$ cat src/rtl/vec_out_stream.sv
// vec_out_stream
//   Captures an N-element vector plus a runtime length in one cycle, then
//   streams the elements out in index order (element 0 first), one element
//   per accepted valid/ready handshake. Lengths above N are clamped to N.
//   The block supports backpressure, a last marker, flush, and a done pulse.
//
// Optional feature:
//   VEC_OUT_STREAM_IDX_EN - when defined, adds the out_idx output. out_idx
//   holds the index of the element on out_data while out_valid=1, and 0
//   otherwise.
//
// Ports:
//   clk        rising-edge clock
//   rst_n      synchronous active-low reset
//   in         vector to send, in[N-1:0]
//   in_len     number of valid elements in `in` (clamped to N)
//   load       capture request, honoured only while busy=0
//   flush      abort the current stream (wins over load)
//   busy       a vector is held and not yet fully sent
//   out_data   current element (registered)
//   out_valid  out_data is valid
//   out_ready  sink accepts out_data this cycle
//   out_last   high with the final element of a vector
//   done       one-cycle pulse after the final transfer
//   out_idx    (VEC_OUT_STREAM_IDX_EN only) index of the element on out_data
module vec_out_stream #(
  parameter int BITS     = 8,
  parameter int N        = 8,
  parameter int LEN_BITS = $clog2(N + 1)
) (
  input  logic                clk,
  input  logic                rst_n,
  input  logic [BITS-1:0]     in [N-1:0],
  input  logic [LEN_BITS-1:0] in_len,
  input  logic                load,
  input  logic                flush,
  output logic                busy,
  output logic [BITS-1:0]     out_data,
  output logic                out_valid,
  input  logic                out_ready,
  output logic                out_last,
  output logic                done
`ifdef VEC_OUT_STREAM_IDX_EN
  ,
  output logic [LEN_BITS-1:0] out_idx
`endif
);

  localparam int IW = (N > 1) ? $clog2(N) : 1;

  typedef enum logic {IDLE, SEND} state_t;

  state_t              r_state;
  logic [BITS-1:0]     r_buf [N-1:0];
  logic [LEN_BITS-1:0] r_len;
  logic [LEN_BITS-1:0] r_idx;

  logic [LEN_BITS-1:0] w_len;
  logic [LEN_BITS-1:0] w_idx_nxt;
  logic                w_at_last;

  assign w_len     = (in_len > LEN_BITS'(N)) ? LEN_BITS'(N) : in_len;
  assign w_idx_nxt = r_idx + 1'b1;
  assign w_at_last = (r_idx == r_len - 1'b1);

`ifdef VEC_OUT_STREAM_IDX_EN
  // r_idx is forced back to 0 whenever the stream ends, so it reads 0 when idle
  assign out_idx = r_idx;
`endif

  always_ff @(posedge clk) begin
    if (!rst_n) begin
      r_state   <= IDLE;
      r_len     <= '0;
      r_idx     <= '0;
      busy      <= 1'b0;
      out_data  <= '0;
      out_valid <= 1'b0;
      out_last  <= 1'b0;
      done      <= 1'b0;
      for (int unsigned i = 0; i < N; i++) begin
        r_buf[i] <= '0;
      end
    end else begin
      done <= 1'b0;
      case (r_state)
        IDLE: begin
          if (!flush && load) begin
            r_buf <= in;
            r_len <= w_len;
            r_idx <= '0;
            if (w_len == '0) begin
              done <= 1'b1;
            end else begin
              r_state   <= SEND;
              busy      <= 1'b1;
              out_valid <= 1'b1;
              out_data  <= in[0];
              out_last  <= (w_len == LEN_BITS'(1));
            end
          end
        end
        SEND: begin
          if (flush) begin
            r_state   <= IDLE;
            r_idx     <= '0;
            busy      <= 1'b0;
            out_valid <= 1'b0;
            out_last  <= 1'b0;
          end else if (out_ready) begin
            if (w_at_last) begin
              r_state   <= IDLE;
              r_idx     <= '0;
              busy      <= 1'b0;
              out_valid <= 1'b0;
              out_last  <= 1'b0;
              done      <= 1'b1;
            end else begin
              r_idx    <= w_idx_nxt;
              out_data <= r_buf[w_idx_nxt[IW-1:0]];
              out_last <= (w_idx_nxt == r_len - 1'b1);
            end
          end
        end
        default: r_state <= IDLE;
      endcase
    end
  end

endmodule

$ cat config.mk
export PLATFORM = sky130hd
export DESIGN_NAME = vec_out_stream
export DESIGN_NICKNAME = d
export VERILOG_FILES = /design/src/rtl/vec_out_stream.sv
export SDC_FILE = /design/constraint.sdc
export NUM_CORES = 1
export LEC_CHECK = 0
export ABC_AREA = 1
export BUFFER_PORTS_ARGS = -buffer_cell sky130_fd_sc_hd__buf_2
export CAP_MARGIN = 20
export CORE_AREA = 2 2 94 96
export CTS_CLUSTER_DIAMETER = 100
export CTS_CLUSTER_SIZE = 40
export DETAILED_ROUTE_END_ITERATION = 10
export DIE_AREA = 0 0 96 98
export GPL_ROUTABILITY_DRIVEN = 0
export GPL_TIMING_DRIVEN = 0
export PLACE_DENSITY_LB_ADDON = 0.15
export SLEW_MARGIN = 15
export SYNTH_ARGS = -nofsm -noshare
export SYNTH_HDL_FRONTEND = slang
export SYNTH_SLANG_ARGS = --single-unit
$ cat constraint.sdc
create_clock -name clk -period 1.7 [get_ports clk]
set_input_delay 0.085 -clock clk [delete_from_list [all_inputs] [get_ports clk]]
set_output_delay 0.085 -clock clk [all_outputs]
set_load 0.1 [all_outputs]
## After elaboration in Yosys (flattened, before gate mapping)

Index checks and enable logic that the tools add are counted.

| storage, ports and cells | value |
|---|---|
| bits in registers | 84 |
| latch bits | 0 |
| memory bits (writable) | 0 |
| ROM bits | 0 |
| input port bits | 73 |
| logic and storage cells | 76 |
| memories kept | 0 |

| cells by class | value |
|---|---|
| add/subtract/negate cells | 2 |
| $mul | 0 |
| div/mod/pow operators | 0 |
| magnitude comparators | 2 |
| equal/unequal tests | 10 |
| shifts and indexed selects | 0 |
| muxes and demuxes | 38 |
| bitwise logic cells | 1 |
| reduce and logical (&&, ||, !) cells | 8 |

Operators with widths:

| operator | count |
|---|---|
| $mux 8 | 6 |
| $bmux 8 s3 | 1 |
| $mux 1 | 20 |
| $mux 4 | 5 |
| $pmux 8 s2 | 1 |
| $ne 2x2->1 const B | 5 |
| $eq 4x4->1 | 2 |
| $pmux 1 s2 | 4 |
| $pmux 4 s2 | 1 |
| $reduce_and 5->1 | 1 |
| $add 4x1->4 const B | 1 |
| $eq 4x1->1 const B | 1 |
| $gt 4x4->1 const B | 1 |
| $logic_not 4->1 | 1 |
| $lt 3x4->1 const B | 1 |
| $reduce_and 2->1 | 2 |
| $reduce_and 4->1 | 1 |
| $sub 4x1->4 const B | 1 |
| $ne 3x2->1 const B | 1 |
| $ne 3x3->1 const B | 1 |
| $reduce_and 3->1 | 1 |
| $logic_and 1x1->1 | 1 |
| $logic_not 1->1 | 1 |
| $not 1->1 | 1 |

## Longest topological paths before layout

| logic depth | value |
|---|---|
| word-level depth | 7 |
| mapped depth | 14 |
| depth with buffers taken out | 13 |

## Worst setup path after synthesis

Ideal clock, no wire load.

| path | value |
|---|---|
| path kind | register to register |
| start | register r_len[0] |
| end | register out_data[5] |
| arrival time | 1596 ps |
| required time | 1587 ps |
| path slack | -9 ps |
| cell stages (with the launch flop) | 12 |
| period minus slack after synthesis | 1709 ps |
| cells stage by stage | dfxtp_1 -> inv_2 -> ha_1 -> xor2_1 -> nand2_2 -> nor2_4 -> nand2_4 -> nand3_4 -> buf_12 -> nand3_2 -> nand2_1 -> nor2_2 |

| between the ends | value |
|---|---|
| word-level cells in the longest chain between the ends | 4 |

Ends and longest elaborated chain:

| what | RTL line | text |
|---|---|---|
| from (decl) | 55 | `logic [LEN_BITS-1:0] r_len;` |
| from (signal assigned) | 90 | `r_len <= w_len;` |
| $sub 4x1->4 | 64 | `assign w_at_last = (r_idx == r_len - 1'b1);` |
| $eq 4x4->1 | 64 |  |
| $ne 2x2->1 (no source line) | -- |  |
| $reduce_and 5->1 (no source line) | -- |  |
| to (signal assigned) | 98 | `out_data <= in[0];` |
| to (signal assigned) | 120 | `out_data <= r_buf[w_idx_nxt[IW-1:0]];` |
| to (decl) | 38 | `output logic [BITS-1:0] out_data,` |

Every way passes these cells.
A chain may end at the register's enable or synchronous reset.

## Worst setup path in the final report

| path | value |
|---|---|
| start | register r_len[1] |
| end | register out_data[6] |

The elaborated chain is that of the path after synthesis.

==> impl_metrics.tcl <==
set metrics [dict create \
    totalWireLength_mm 12.1 \
    vias_per_cell 4.99 \
    status "finished with violations" \
    antenna_cells 0 \
    cpPeakStageDelay_ns 0.36 \
    seqPwrFrac_pct 46.2 \
    p_int_uw 3320 \
    port_buffers 84 \
    synth-seq-cells 84 \
    die_area_mm2 0.00941 \
    critPathArrivalTime_ns 1.96 \
    drive_above_1_share_pct 22.8 \
    failed_checks "negative hold slack, negative setup slack" \
    grt_start_max_net_pins 14 \
    p_sw_share_pct 29.0 \
    multi_input_area_mm2 0.00209 \
    cp.depth 11 \
    worstHoldEndpoint "r_buf[0]" \
    post-route-util_pct 66.6 \
    hold_viol 2 \
    areaGrowthSynthToFinish_pct 40.6 \
    worstHoldPathCells 3 \
    ioPinCount 85 \
    htreeDepth 3 \
    slew_viol_final 0 \
    clockRootBuffer "clkbuf_8" \
    synth_warnings 0 \
    clock-sinks 84 \
    skew_ns 0.0108 \
    vdd_drop_max_uv 552 \
    numCtsBuffers 9 \
    endpoint_kind "register" \
    critPathMaxFanout 7 \
    grt_pass1_vias 4202 \
    setup_ws_ns -0.0000628 \
    drc 0 \
    fmax_mhz 588 \
    crit_chain "inv_2 > ha_4 > xor2_2 > nand2_2 > nor2_4 > nand2_4 > nand3_4 > buf_6 > nand3_1 > nand2_1 > nor2_1" \
    drt_iter0_markers 230 \
    grt_util_all_layers_pct 27.0 \
    syn_nets 667 \
    cts.path.max_buffers 2 \
    period_minus_slack_ns 1.70 \
    syn_inst 592 \
    rr_worst_depth 11 \
    core-area_mm2 0.00847 \
    finalNetCount 839 \
    setup_violations 1 \
    grt_pass1_wl_mm 20.1 \
    startpoint_type "register" \
    num_vias 4380 \
    clk-insertion-delay-late_ns 0.36 \
    critPathRequiredTime_ns 1.96 \
    clk_pin_slew_ns 0.09 \
    cpMaxStageDelayCell "dfxtp_2" \
    synth_edf_count 0 \
    cp_top_family "simple AND/OR/NAND/NOR gates" \
    nFillCells 744 \
    finalCritPeriodShare_pct 100 \
    die_y_um 98 \
    regArea_mm2 0.00169 \
    ant_nets 0 \
    yosysUniqueCellTypes 33 \
    antenna_found_initial 0 \
    r2r_setup_slack_ns -0.00006 \
    cts_tree "yes" \
    ys.flop_type "dfxtp_1" \
    die_w_um 96 \
    seq_area_frac_synth_pct 41.9 \
    syn-cell-area_mm2 0.00401 \
    leakagePower_uw 0.00262 \
    rsz0062_at_grt "yes" \
    power_switching_uw 1360 \
    start_util_pct 47.4 \
    powerDensity_mw_per_mm2 830 \
    avgRoutedWirePerCell_um 13.8 \
    maxCapViolations 0 \
    hold-worst-slack_ns -0.00520 \
    slew_headroom_pct 65.8 \
    synth-async-reset-ratio_pct 0 \
    syn-mean-instance-area_um2 6.77 \
    worstPathBufferInverterCount 2 \
    num_rows 34 \
    grt.overflow.total 0 \
    r2r_start "r_len[1]" \
    path_class "register to register" \
    first_pass_iters 4 \
    hpwl_mm 7.80 \
    hold_start "in[0]" \
    power_frac_clock_pct 34.4 \
    tns_ns -0.0000628 \
    tightest_slew_ns 0.509 \
    p_comb_share_pct 19.4 \
    reg2reg_to "out_data[6]" \
    min_path_type "primary input to register" \
]
worst reg2reg max path: cells and delay by family (launching register included):
kind | cells | cell delay (ns)
AND/OR/NAND/NOR | 7 | 0.60
adder cells (fa/ha/maj) | 1 | 0.28
XOR/XNOR | 1 | 0.16
buffers and inverters | 2 | 0.19
flip-flops | 1 | 0.36
stage by stage:
stage / cells / instance area [µm²] / hold slack (ns) / total power, µW / worst slack (ns)
floorplan: 592 / 4010 / 0.220 / 2730 / 0.0450
global placement: 784 / 4570 / 0.305 / 2950 / -0.336
detailed placement: 784 / 4570 / 0.310 / 2960 / -0.342
CTS: 868 / 5540 / 0.00103 / 4650 / 0.00249
global route: 877 / 5640 / 0.0164 / 4870 / -0.109
finish: 877 / 5640 / -0.00520 / 4680 / -0.0000628
final cells by class:
cell class	instances	area share, %
multi-input cells	446	37.0
flip-flops and latches	84	29.9
repair buffers	161	21.2
plain buffers	36	3.80
clock buffers	12	2.57
well taps	108	2.40
inverters	26	1.78
clock inverters	4	1.29
synth_stat cells, types with 2 or more instances:
library cell,count,area (µm²)
nand2_1,141,529
nor2_1,125,469
dfxtp_1,84,1680
nand3_1,62,310
o21ai_0,59,295
a21oi_1,19,95.1
inv_1,17,63.8
buf_2,16,80.1
clkbuf_1,16,60.1
a21oi_2,8,70.1
inv_2,8,30.0
nand4_1,4,25.0
nor2_2,4,25.0
nand2_2,3,18.8
xor2_1,3,26.3
a211oi_1,2,15.0
buf_4,2,15.0
ha_1,2,25.0
nor2_4,2,22.5
o21ai_1,2,10.0
timing repair:
| item | in CTS | in global routing |
|---|---|---|
| setup endpoints to repair | 12 | 12 |
| gates cloned | 1 | 0 |
| hold endpoints to repair | 64 | 0 |
| gates resized for setup | 18 | 6 |
| pin swaps | 2 | 4 |
| setup buffers | 3 | 9 |
| hold buffers | 64 | 0 |
placed cells by master (no fill, tap or decap), types with 2 or more instances in the layout:
cell type      synthesis  routed
buf_6                  1       3
buf_4                  2      12
nor2_4                 2       2
nand3_1               62      61
nand4_1                4       4
dfxtp_2                0       2
o21ai_0               59      59
nand3_2                1       2
buf_2                 16      99
inv_1                 17      15
buf_12                 1       2
nand2_1              141     140
xor2_2                 1       2
a21oi_2                8       9
clkbuf_1              16      15
nand2_2                3       4
a211oi_1               2       2
xor2_1                 3       2
bufinv_16              0       2
nor2_2                 4       4
clkbuf_8               0      12
o21ai_1                2       2
dfxtp_1               84      81
nor2_1               125     125
dlygate4sd3_1          0      64
a21oi_1               19      18
inv_2                  8       9
routing by layer:
layer / routed length [µm] / part of all wire, % / global-route usage, %
met1: 5610 / 46 / 36.8
met2: 5770 / 48 / 43.7
met3: 560 / 4.6 / 4.17
met4: 189 / 1.6 / 8.24
met5: 0 / 0 / 0
registers in the layout, summed over array words and instances (netlist names):
register,flops
r_idx,4
r_buf,64
r_len,4
out_last,1
out_data,8
r_state,1
done,1
out_valid,1
worst max path at each step:
| stage | start | end |
|---|---|---|
| after detailed placement | r_idx[1] | out_data[2] |
| after global routing | r_len[1] | out_data[6] |
| after floorplan | r_len[0] | out_data[5] |
| final | r_len[1] | out_data[6] |
| after CTS | r_idx[1] | out_data[2] |
| after global placement | r_idx[1] | out_data[1] |
cells by family (layout without fill, tap and decap cells):
| kind of cell | Yosys count | count (layout) | share of synthesized area (%) |
|---|---|---|---|
| simple gates | 348 | 348 | 36.6 |
| compound gates | 90 | 90 | 12.1 |
| flops | 84 | 84 | 41.9 |
| buf+inv | 62 | 239 | 7.08 |
| xor+xnor | 6 | 6 | 1.69 |
| fa+ha+maj | 2 | 2 | 0.624 |
power groups by stage:
stage | Combinational [µW] | Sequential, µW | Clock [µW]
6_report | 908 | 2160 | 1610
5_1_grt | 1000 | 2180 | 1690
4_1_cts | 884 | 2160 | 1610
3_5_place_dp | 754 | 2210 | 0
3_3_place_gp | 745 | 2200 | 0
2_1_floorplan | 396 | 2330 | 0
(Power assumes the default switching activity.)
